===== src/rtl/snake_disp_pkg.sv =====
// snake_disp_pkg: shared constants and types for the score display path
package snake_disp_pkg;
  localparam int NUM_DIGITS = 4;
  typedef logic [3:0] bcd_t;
  localparam bcd_t BCD_MAX = 4'd9;
  localparam logic [3:0] ALL_OFF = 4'b1111;
endpackage


===== src/rtl/bcd_digit.sv =====
// bcd_digit: one decade counter stage with ripple carry out
module bcd_digit
  import snake_disp_pkg::*;
(
  input  logic clk,
  input  logic rst,
  input  logic clr,
  input  logic inc_in,
  output bcd_t digit,
  output logic carry_out
);
  bcd_t digit_q, digit_d;
  always_comb digit_d = clr ? '0 : !inc_in ? digit_q : (digit_q == BCD_MAX) ? '0 : digit_q + 4'd1;
  always_ff @(posedge clk)
    if (rst) digit_q <= '0;
    else digit_q <= digit_d;
  assign digit = digit_q;
  assign carry_out = inc_in && (digit_q == BCD_MAX);
endmodule


===== src/rtl/score_scan_driver.sv =====
// score_scan_driver: saturating 4-digit BCD score with multiplexed digit scan
module score_scan_driver
  import snake_disp_pkg::*;
#(
  parameter int SCAN_DIV = 50000,
  parameter int LZ_BLANK = 1
) (
  input  logic        clk,
  input  logic        rst,
  input  logic        score_inc,
  input  logic        score_clr,
  output logic [3:0]  num,
  output logic [3:0]  digit_en,
  output logic [15:0] score_bcd,
  output logic        saturated
);
  localparam int CW = (SCAN_DIV > 1) ? $clog2(SCAN_DIV) : 1;
  bcd_t d [NUM_DIGITS];
  logic [NUM_DIGITS:0] c;
  logic full, wrap, blank, sat_q, sat_d;
  logic [CW-1:0] cnt_q, cnt_d;
  logic [1:0] idx_q, idx_d;
  logic [3:0] num_q, num_d, en_q, en_d;
  assign score_bcd = {d[3], d[2], d[1], d[0]};
  assign full = (score_bcd == 16'h9999);
  assign c[0] = score_inc && !full;
  for (genvar i = 0; i < NUM_DIGITS; i++) begin : g_dig
    bcd_digit u_dig (
      .clk(clk), .rst(rst), .clr(score_clr), .inc_in(c[i]),
      .digit(d[i]), .carry_out(c[i+1])
    );
  end
  // Registered flag must rise together with score_bcd, so it predicts the next score.
  always_comb begin
    sat_d = !score_clr && (full || c[NUM_DIGITS] || (score_bcd == 16'h9998 && c[0]));
    wrap = (cnt_q == CW'(SCAN_DIV - 1));
    cnt_d = wrap ? '0 : cnt_q + 1'b1;
    idx_d = wrap ? idx_q + 2'd1 : idx_q;
    blank = (LZ_BLANK != 0) && (idx_d != 2'd0) && ((score_bcd >> {idx_d, 2'b00}) == 16'h0000);
    num_d = blank ? 4'd0 : d[idx_d];
    en_d = blank ? ALL_OFF : ~(4'b0001 << idx_d);
  end
  // Display registers follow the slot being entered so num/digit_en never lag the scan.
  always_ff @(posedge clk)
    if (rst) begin
      cnt_q <= '0;
      idx_q <= '0;
      num_q <= '0;
      en_q  <= 4'b1110;
      sat_q <= 1'b0;
    end else begin
      cnt_q <= cnt_d;
      idx_q <= idx_d;
      num_q <= num_d;
      en_q  <= en_d;
      sat_q <= sat_d;
    end
  assign num = num_q;
  assign digit_en = en_q;
  assign saturated = sat_q;
endmodule


===== config.mk =====
export PLATFORM = sky130hd
export DESIGN_NAME = score_scan_driver
export DESIGN_NICKNAME = d
export VERILOG_FILES = /design/src/rtl/snake_disp_pkg.sv /design/src/rtl/bcd_digit.sv /design/src/rtl/score_scan_driver.sv
export SDC_FILE = /design/constraint.sdc
export NUM_CORES = 1
export LEC_CHECK = 0
export CORE_MARGIN = 2
export CORE_UTILIZATION = 35
export DETAILED_ROUTE_END_ITERATION = 16
export PLACE_DENSITY = 0.54
export SLEW_MARGIN = 20
export SYNTH_ARGS = -nofsm -noshare
export SYNTH_HDL_FRONTEND = slang
export SYNTH_SLANG_ARGS = --single-unit

===== constraint.sdc =====
create_clock -name clk -period 2.4 [get_ports clk]
set_clock_uncertainty 0.2 [all_clocks]
set_input_delay 0.36 -clock clk [delete_from_list [all_inputs] [get_ports clk]]
set_output_delay 0.36 -clock clk [all_outputs]
set_load 0.02 [all_outputs]

Word-level counts from Yosys, hierarchy flattened
Index checks and enable logic that the tools add are counted.
- register bits after elaboration: 43
- bits of input ports: 4
- output and inout port bits: 25
- word-level logic and storage cells: 54
- add/subtract/negate cells: 6
- $lt $le $gt $ge: 1
- equality and inequality tests: 7
- shifts and indexed selects: 2
- multiplexer cells: 9
- bitwise gates (word level): 2
- reduce and logical (&&, ||, !) cells: 17
- operator list (operator ; number):
    $eq A16 B16 Y1 const B ; 3
    $mux W4 ; 6
    $add A16 B1 Y16 const B ; 1
    $add A4 B1 Y4 const B ; 4
    $eq A4 B4 Y1 const B ; 4
    $logic_not A16 Y1 ; 1
    $shr A16 B4 Y16 ; 1
    $bmux W4 S2 ; 1
    $logic_and A1 B1 Y1 ; 8
    $reduce_or A2 Y1 ; 3
    $not A4 Y4 ; 1
    $shl A1 B2 Y4 const A ; 1
    $ge A3 B3 Y1 const B ; 1
    $not A2 Y3 ; 1
    $add A2 B1 Y2 const B ; 1
    $logic_not A1 Y1 ; 2
    $logic_or A1 B1 Y1 ; 2
    $mux W2 ; 1
    $reduce_bool A2 Y1 ; 1
    $mux W1 ; 1

Longest topological paths before layout
Gate-level depths: netlist of run 1.
- depth in word-level cells: 10
- mapped depth: 6
- gate-level depth less buffers: 5

By module
A second synthesis of run 1 with hierarchy kept.
- cell total of the unflattened synthesis: 233
- area, all modules: 2133.3 sq um
- by module, submodules not included (module ; instances ; cells an instance ; area each (sq um) ; seq. area each (sq um)):
    score_scan_driver ; 1 ; 153 ; 1377.6 ; 540.5
    bcd_digit ; 4 ; 20 ; 188.9 ; 80.1

Worst setup path after synthesis of run 1
Ideal clock, no wire load.
- kind: register to register
- start: register g_dig[0].u_dig.digit_q[3]
- end: register g_dig[3].u_dig.digit_q[1]
- setup time: 96 ps
- data arrival time: 1634 ps
- required time: 2104 ps
- setup slack: 470 ps
- stages on the path, launching flop included: 5
- clock period less this slack: 1930 ps
- cells stage by stage: dfxtp_1 > or3b_4 > nor4_4 > nand2_2 > o41ai_2
- word-level cells in the longest chain between the ends: 6
- elaborated cells between the ends (all ways): 7
- RTL lines (item ; line ; text):
    start, declared ; bcd_digit.sv:12 ; bcd_t digit_q, digit_d;
    start signal, assigned ; bcd_digit.sv:16 ; else digit_q <= digit_d;
    $eq A16 B16 Y1 ; score_scan_driver.sv:25 ; assign full = (score_bcd == 16'h9999);
    $logic_not A1 Y1 ; score_scan_driver.sv:26 ; assign c[0] = score_inc && !full;
    $logic_and A1 B1 Y1 ; score_scan_driver.sv:26 ;
    $logic_and A1 B1 Y1 * (3 in series) ; bcd_digit.sv:18 ; assign carry_out = inc_in && (digit_q == BCD_MAX);
    end signal, assigned ; bcd_digit.sv:16 ;
    end, declared ; bcd_digit.sv:12 ;
Every way passes the cells marked *; elsewhere a longest branch is shown, timed or not.
A chain may end at the register's enable or synchronous reset.

Worst setup path after layout of run 1
- start: register cnt_q[0]
- end: register en_q[2], in the netlist digit_en[2]
- word-level cells in the longest chain between the ends: 6
- elaborated cells between the ends (all ways): 9
- RTL lines (item ; line ; text):
    start, declared ; score_scan_driver.sv:21 ; logic [CW-1:0] cnt_q, cnt_d;
    start signal, assigned ; score_scan_driver.sv:52 ; cnt_q <= cnt_d;
    $eq A16 B16 Y1 * ; score_scan_driver.sv:36 ; wrap = (cnt_q == CW'(SCAN_DIV - 1));
    $mux W2 * ; score_scan_driver.sv:38 ; idx_d = wrap ? idx_q + 2'd1 : idx_q;
    $shr A16 B4 Y16 ; score_scan_driver.sv:39 ; blank = (LZ_BLANK != 0) && (idx_d != 2'd0) && ((score_bcd >> {idx_d, 2'b00}) == 16'h0000);
    $logic_not A16 Y1 ; score_scan_driver.sv:39 ;
    $logic_and A1 B1 Y1 ; score_scan_driver.sv:39 ;
    $reduce_or A2 Y1 (no source line) ; - ;
    end signal, assigned ; score_scan_driver.sv:55 ; en_q <= en_d;
    end, declared ; score_scan_driver.sv:23 ; logic [3:0] num_q, num_d, en_q, en_d;
Marks and branches as above.

==> flow_summary.json, run 1 <==
{
  "synth_top_area_share_pct": 39.0,
  "rrSetupSlack_ps": 290,
  "core_area_sq_um": 5990,
  "port_buffers": 28,
  "clock_latency_ps": 290,
  "synth_area_leaders": "dfxtp_1 (39%), mux2i_1 (8.2%), nor2_1 (7.2%)",
  "dp_hpwl_microns": 3560,
  "grt_pass1_wl_microns": 8620,
  "worst_slew_pin_slew_ps": 856,
  "drt_iter0_markers": 115,
  "whs_ps": 278,
  "worst_setup_path_end_kind": "register",
  "grt_usage_pct": 15.1,
  "routedWlPerCell_microns": 13.7,
  "final.min_clock_period_ps": 2110,
  "drv_cap": 0,
  "fin_nets": 295,
  "power_mw": 1.27,
  "ios": 29,
  "p_leak_nw": 0.872,
  "grt_pass1_vias": 1704,
  "start_util_pct": 36.8,
  "yosys.area.top_type": "dfxtp_1",
  "antenna_cells": 0,
  "place_congestion": 0.847,
  "drc_errors": 0,
  "routed_wl_microns": 5030,
  "relSlewSlack_pct": 42.9,
  "crit_required_ps": 2380,
  "cts_buffers": 5,
  "grt_overflow": 0,
  "cts_resized": 0,
  "placementRows": 28,
  "grt_max_degree": 20,
  "hold_viol": 0,
  "path_clk_slew_ps": 80,
  "vias": 1877,
  "place_area_sq_um": 2580,
  "critPathKind": "reg -> reg",
  "powerDensity_nw_per_um2": 474,
  "antenna_found_initial": 0,
  "dieArea_sq_um": 6950,
  "critPathLaunchType": "register",
  "numClockSinks": 43,
  "fin_area_sq_um": 2680,
  "yosysWarnings": 0,
  "crit_fanout": 5,
  "area_growth_syn_to_layout_pct": 21.5,
  "avgViaCountPerCell": 5.13,
  "ys_seq_elements": 43,
  "hold_path.class": "reg -> reg",
  "rsz0062_at_grt": "false",
  "synth_fp_nets": 265,
  "syn_avg_cell_area_sq_um": 8.48,
  "die_h_microns": 83.4,
  "die_x_microns": 83.4,
  "cp.arrival_ps": 2090,
  "final_common_cell": "dfxtp_1",
  "synth_edf_count": 0,
  "yosysUniqueCellTypes": 43,
  "max-vdd-ir-drop_v": 0.000191,
  "finalSetupViolCount": 0,
  "cts_root_buf": "clkbuf_8",
  "cts_setup_buffers": 0,
  "syn_inst": 260,
  "syn_area_sq_um": 2200,
  "hold_buffers": 0,
  "outcome": "complete, no violations",
  "ys.flop_type": "dfxtp_1",
  "cts_max_level": 2,
  "firstDrtPassIters": 5,
  "async_flop_share_pct": 0,
  "ys_seq_area_share_pct": 39.0,
  "drv_slew": 0,
  "final_antenna_net_count": 0,
  "period_share_pct": 87.9,
  "tns_ps": 0,
  "cts_tree": "yes",
  "clock_path_buffers": 2,
  "max_freq_mhz": 474,
  "final_cell_mix": "dfxtp_1 (43), nor2_1 (42), clkdlybuf4s50_1 (28)",
  "drive_above_1_share_pct": 8.25
}
-- final timing paths --
path	endpoint	depth (start not counted)	startpoint
setup / recovery	digit_en[2]	5	cnt_q[0]
hold / removal	cnt_q[0]	1	cnt_q[0]
setup reg to reg	digit_en[2]	5	cnt_q[0]
hold reg to reg	cnt_q[0]	1	cnt_q[0]
-- flip-flops by register name (all words and copies together) (netlist names) --
signal	flops
idx_q	2
saturated	1
num	4
digit_en	4
g_dig.u_dig.digit	16
cnt_q	16
-- cell type report --
class	instances	area (sq um)
fill	590	3310
multi-input combinational	195	1250
sequential	43	861
timing repair buffer	36	340
clock buffer	8	100
tap	75	93.8
inverter	9	33.8
-- stage by stage --
step | util, % | cells | worst slack (ps)
2_1_floorplan | - | 260 | 470
3_3_place_gp | 43.0 | 358 | 210
3_5_place_dp | 43.0 | 358 | 168
4_1_cts | 44.7 | 366 | 302
5_1_grt | 44.7 | 366 | 64.0
6_report | 44.7 | 366 | 290
-- cells in the mapped netlist (2+ instances only) --
master	n
dfxtp_1	43
nor2_1	42
mux2i_1	18
nand2_1	18
a21oi_1	14
xnor2_1	13
nand3_1	11
inv_1	9
nor4_1	8
nand4_1	7
o21ai_0	7
clkbuf_1	6
o311ai_1	6
nor2b_1	5
nor3_1	5
o31ai_1	4
or4_1	4
xor2_1	4
and4bb_1	3
buf_2	3
nand2b_1	3
a211oi_1	2
and2_1	2
buf_1	2
or2_2	2
or3_1	2
-- report_power, final --
part	total [mW]	internal, mW	switching [mW]
Clock	0.498	0.263	0.236
Combinational	0.0446	0.0181	0.0265
Sequential	0.726	0.719	0.00748
-- worst max-delay path, stage by stage (launching register included) --
cell and delay (ps):
dfxtp_1 400, ha_1 230, and3_1 260, nand4_1 220, or3_1 390, a211o_1 310
-- layer usage --
metal | routed length [microns] | GRT usage (%)
met2 | 2000 | 21.1
met3 | 194 | 3.28
met1 | 2770 | 23.1
met5 | 0 | 0
met4 | 61 | 4.02
-- logic make-up (layout without fill, tap and decap cells) --
logic type	after synthesis	after routing	share of synthesized area [%]
multiplexers	18	18	8.17
buffers and inverters	22	53	4.31
flip-flops	43	43	39.0
XOR/XNOR	17	17	6.75
AO/OA/AOI/OAI	38	38	11.4
AND/OR/NAND/NOR	121	121	29.8
adder cells (fa/ha/maj)	1	1	0.567
Note: power is estimated with default switching activity, not from simulation.
==> inputs of run 2 (changes only) <==
Settings changed: RECOVER_POWER set to 50, SETUP_SLACK_MARGIN set to 0.5.
==> flow_summary.json, run 2 (same netlist as run 1, synthesis figures left out) <==
{
  "ios": 29,
  "drive_above_1_share_pct": 9.03,
  "cts_buffers": 5,
  "antenna_found_initial": 0,
  "hold_path.class": "reg -> reg",
  "fin_nets": 294,
  "start_util_pct": 36.8,
  "min_path_cells": 1,
  "antenna_cells": 0,
  "grt_overflow": 0,
  "grt_max_degree": 20,
  "avgViaCountPerCell": 5.20,
  "hold_viol": 0,
  "dp_hpwl_microns": 3480,
  "r2r.worst_path.cells": 5,
  "cts_tree": "yes",
  "drv_slew": 0,
  "cts_max_level": 2,
  "clock_latency_ps": 290,
  "crit_fanout": 7,
  "r2r-start": "g_dig[0].u_dig.digit[3]",
  "final_common_cell": "nor2_1",
  "min_to": "cnt_q[0]",
  "critPathLaunchType": "register",
  "grt_pass1_vias": 1718,
  "final_antenna_net_count": 0,
  "drv_cap": 0,
  "max_freq_mhz": 504,
  "clock_path_buffers": 2,
  "timing.final.ws_setup_ps": 415,
  "vias": 1886,
  "area_growth_syn_to_layout_pct": 19.8,
  "worst_setup_path_end_kind": "register",
  "period_share_pct": 82.7,
  "placementRows": 28,
  "dp_slack_ps": 222,
  "outcome": "complete, no violations",
  "die_h_microns": 83.4,
  "crit-reg2reg-capture": "g_dig[3].u_dig.digit[1]",
  "grt_usage_pct": 14.9,
  "place_congestion": 0.752,
  "nFillCells": 601,
  "max-vdd-ir-drop_v": 0.000273,
  "final_cell_mix": "nor2_1 (42), dfxtp_1 (39), mux2i_1 (18), nand2_1 (18), dlygate4sd2_1 (15)",
  "p_leak_nw": 0.907,
  "worst_slew_pin_slew_ps": 463,
  "relSlewSlack_pct": 69.2,
  "numClockSinks": 43,
  "drc_errors": 0,
  "port_buffers": 28,
  "cp.arrival_ps": 1990,
  "die_x_microns": 83.4,
  "powerDensity_nw_per_um2": 454,
  "drt_iter0_markers": 84,
  "dieArea_sq_um": 6950,
  "tns_ps": 0,
  "firstDrtPassIters": 4,
  "rsz0062_at_grt": "true",
  "path_clk_slew_ps": 80,
  "grt_pass1_wl_microns": 8540,
  "crit_required_ps": 2410,
  "hold_start": "cnt_q[0]",
  "rrSetupSlack_ps": 410,
  "finalSetupViolCount": 0,
  "final.min_clock_period_ps": 1990,
  "routedWlPerCell_microns": 13.6,
  "critPathKind": "reg -> reg",
  "routed_wl_microns": 4930,
  "cts_root_buf": "clkbuf_8",
  "core_area_sq_um": 5990
}
run 2: changes by cell type in the layout (fill, tap and decap cells not counted), sizes merged:
cell           change
buf                -5
clkdlybuf4s50     -18
dlygate4sd2       +15
clkbuf             +3
dlygate4sd3        +2
run 2: per-stage QoR:
stage	hold slack [ps]	instances	power [mW]	util [%]	area, sq um
floorplan	241	260	0.770	-	2210
global placement	270	355	0.788	42.8	2560
detailed placement	278	355	0.788	42.8	2560
CTS	258	362	1.21	44.0	2640
global route	281	363	1.25	44.1	2640
finish	263	363	1.20	44.1	2640
run 2: area by class of cell:
type                            instances  area (sq um)  area share [%]
Clock buffer                            6          72.6            2.75
Inverter                                9          33.8            1.28
Multi-Input combinational cell        195          1280            48.4
Tap cell                               75          93.8            3.55
Timing Repair Buffer                   35           294            11.1
Sequential cell                        43           868            32.9
run 2: power by group:
group,switching (mW),internal (mW)
Sequential,0.00884,0.719
Clock,0.232,0.194
Combinational,0.0270,0.0174
Total,0.268,0.931
run 2: worst max path at each step:
| stage | from | to | slack (ps) | cells past startpoint |
|---|---|---|---|---|
| finish | g_dig[0].u_dig.digit[3] | g_dig[3].u_dig.digit[1] | 410 | 5 |
| global placement | score_inc | g_dig[3].u_dig.digit[1] | 250 | 5 |
| floorplan | g_dig[1].u_dig.digit[3] | g_dig[3].u_dig.digit[3] | 510 | 4 |
| global route | cnt_q[5] | cnt_q[7] | 300 | 6 |
| detailed placement | score_inc | g_dig[3].u_dig.digit[1] | 220 | 5 |
| CTS | g_dig[1].u_dig.digit[1] | score_bcd[5] | 430 | 1 |
run 2: repair_timing:
action | 4_1_cts | 5_1_grt
hold endpoints to repair | 0 | 0
pin swaps | 0 | 2
hold buffers | 0 | 0
resized for setup | 25 | 13
endpoints found under the setup margin | 20 | 12
buffers inserted | 1 | 1
run 2: per-layer routing:
metal	GRT usage (%)	wire length [microns]	share of wire, %	vias up
met1	22.0	2620	53	863
li1	-	-	-	977
met2	20.3	1990	40	34
met4	7.00	129	2.6	0
met5	0	0	0	-
met3	3.28	191	3.9	12
run 2: worst max-delay path, cell delays in order, from the launching register on:
cell	delay [ps]
dfxtp_1	500
or3b_1	470
nor4_4	230
buf_4	190
nand2_2	70
o41ai_2	250
==> inputs of run 3 (changes only) <==
Clock period 2.4 ns to 1.9 ns, I/O delays scaled along.
==> flow_summary.json, run 3 (same netlist as run 1, synthesis figures left out) <==
{
  "topRoutingLayerUsed": "met4",
  "routed_wl_microns": 6280,
  "cts_root_buf": "clkbuf_8",
  "powerDensity_nw_per_um2": 504,
  "drv_cap": 0,
  "cts_tree": "yes",
  "dpl.cell_count": 378,
  "drt_iter0_markers": 60,
  "antenna_found_initial": 0,
  "worst_slew_pin_slew_ps": 474,
  "path_clk_slew_ps": 80,
  "vias": 2171,
  "port_buffers": 28,
  "drive_above_1_share_pct": 37.8,
  "grt_pass1_vias": 2068,
  "place_area_sq_um": 2850,
  "max_freq_mhz": 566,
  "crit_required_ps": 1920,
  "grt_max_degree": 17,
  "crit_start": "g_dig[0].u_dig.digit[3]",
  "clock_latency_ps": 300,
  "worst_setup_path_end_kind": "register",
  "start_util_pct": 36.8,
  "period_share_pct": 93.1,
  "max-vdd-ir-drop_v": 0.000322,
  "nFillCells": 536,
  "cp.arrival_ps": 1790,
  "timing.final.ws_setup_ps": 132,
  "met1_length_microns": 3080,
  "grt_pass1_wl_microns": 10300,
  "fin_area_sq_um": 3360,
  "dr_wl_met3_microns": 203,
  "dp_slack_ps": -127,
  "r2r-start": "g_dig[0].u_dig.digit[3]",
  "grt_usage_pct": 18.1,
  "routedWlPerCell_microns": 15.1,
  "antenna_cells": 0,
  "final_antenna_net_count": 0,
  "avgViaCountPerCell": 5.22,
  "drc_errors": 0,
  "whs_ps": 308,
  "critPathLaunchType": "register",
  "cts_max_level": 2,
  "dieArea_sq_um": 6950,
  "clock_path_buffers": 2,
  "numClockSinks": 43,
  "finalSetupViolCount": 0,
  "place_congestion": 0.808,
  "dp_hpwl_microns": 3940,
  "hold_start": "score_inc",
  "hold_path.class": "in -> reg",
  "final_cell_mix": "buf_4 (41), nor2_1 (37), dfxtp_1 (33)",
  "ios": 29,
  "rsz0062_at_grt": "true",
  "grt_overflow": 0,
  "outcome": "complete, no violations",
  "core_area_sq_um": 5990,
  "critPathKind": "reg -> reg",
  "final.min_clock_period_ps": 1770,
  "fin_nets": 345,
  "firstDrtPassIters": 4,
  "placementRows": 28,
  "hold_viol": 0,
  "die_x_microns": 83.4,
  "crit_fanout": 6,
  "cts_buffers": 5,
  "area_growth_syn_to_layout_pct": 52.3,
  "die_h_microns": 83.4,
  "p_leak_nw": 1.21,
  "power_mw": 1.69,
  "fin_cells": 416,
  "relSlewSlack_pct": 68.1,
  "drv_slew": 0,
  "wl_met2_microns": 2900,
  "final_common_cell": "buf_4"
}
## run 3: layer usage
metal  GRT usage [%]  vias to the layer above
li1                -                     1086
met4            5.37                        0
met1            26.1                     1041
met5               0                        -
met3            3.08                        7
met2            27.7                       37
## run 3: repair_timing
item                       4_1_cts  5_1_grt
gates cloned                     2        0
buffers inserted                16       12
setup endpoints to repair       67       57
resized for setup              128       50
pin swaps                        8       21
hold buffers                     0        0
## run 3: report_power, final
part | switching, mW | total, mW | leakage [nW] | internal (mW)
Clock | 0.338 | 0.679 | 0.0539 | 0.341
Combinational | 0.0523 | 0.106 | 0.806 | 0.0541
Sequential | 0.00759 | 0.908 | 0.354 | 0.900
Total | 0.398 | 1.69 | 1.21 | 1.30
## run 3: worst max-delay path: stages, from the launching register on
cell	delay, ps
dfxtp_4	380
nor3b_2	340
nand2_2	150
or4_4	500
a21oi_2	130
## run 3: area by class of cell
| type | count | area, sq um | share of cell area [%] |
|---|---|---|---|
| well taps | 75 | 93.8 | 2.79 |
| inverters | 9 | 33.8 | 1.01 |
| clock buffers | 7 | 97.6 | 2.91 |
| flip-flops and latches | 43 | 891 | 26.5 |
| multi-input cells | 195 | 1490 | 44.2 |
| repair buffers | 86 | 751 | 22.4 |
| clock inverters | 1 | 6.26 | 0.186 |
## run 3: final timing paths
path	depth (start not counted)	slack, ps	end
setup reg to reg	4	130	g_dig[3].u_dig.digit[2]
setup / recovery	4	130	g_dig[3].u_dig.digit[2]
hold reg to reg	2	350	cnt_q[15]
hold / removal	3	310	saturated
## run 3: per-stage QoR
stage | TNS [ps] | util (%)
after floorplan | 0 | -
after CTS | 0 | 53.6
after global placement | -372 | 47.6
after global routing | 0 | 56.1
after detailed placement | -413 | 47.6
final | 0 | 56.1
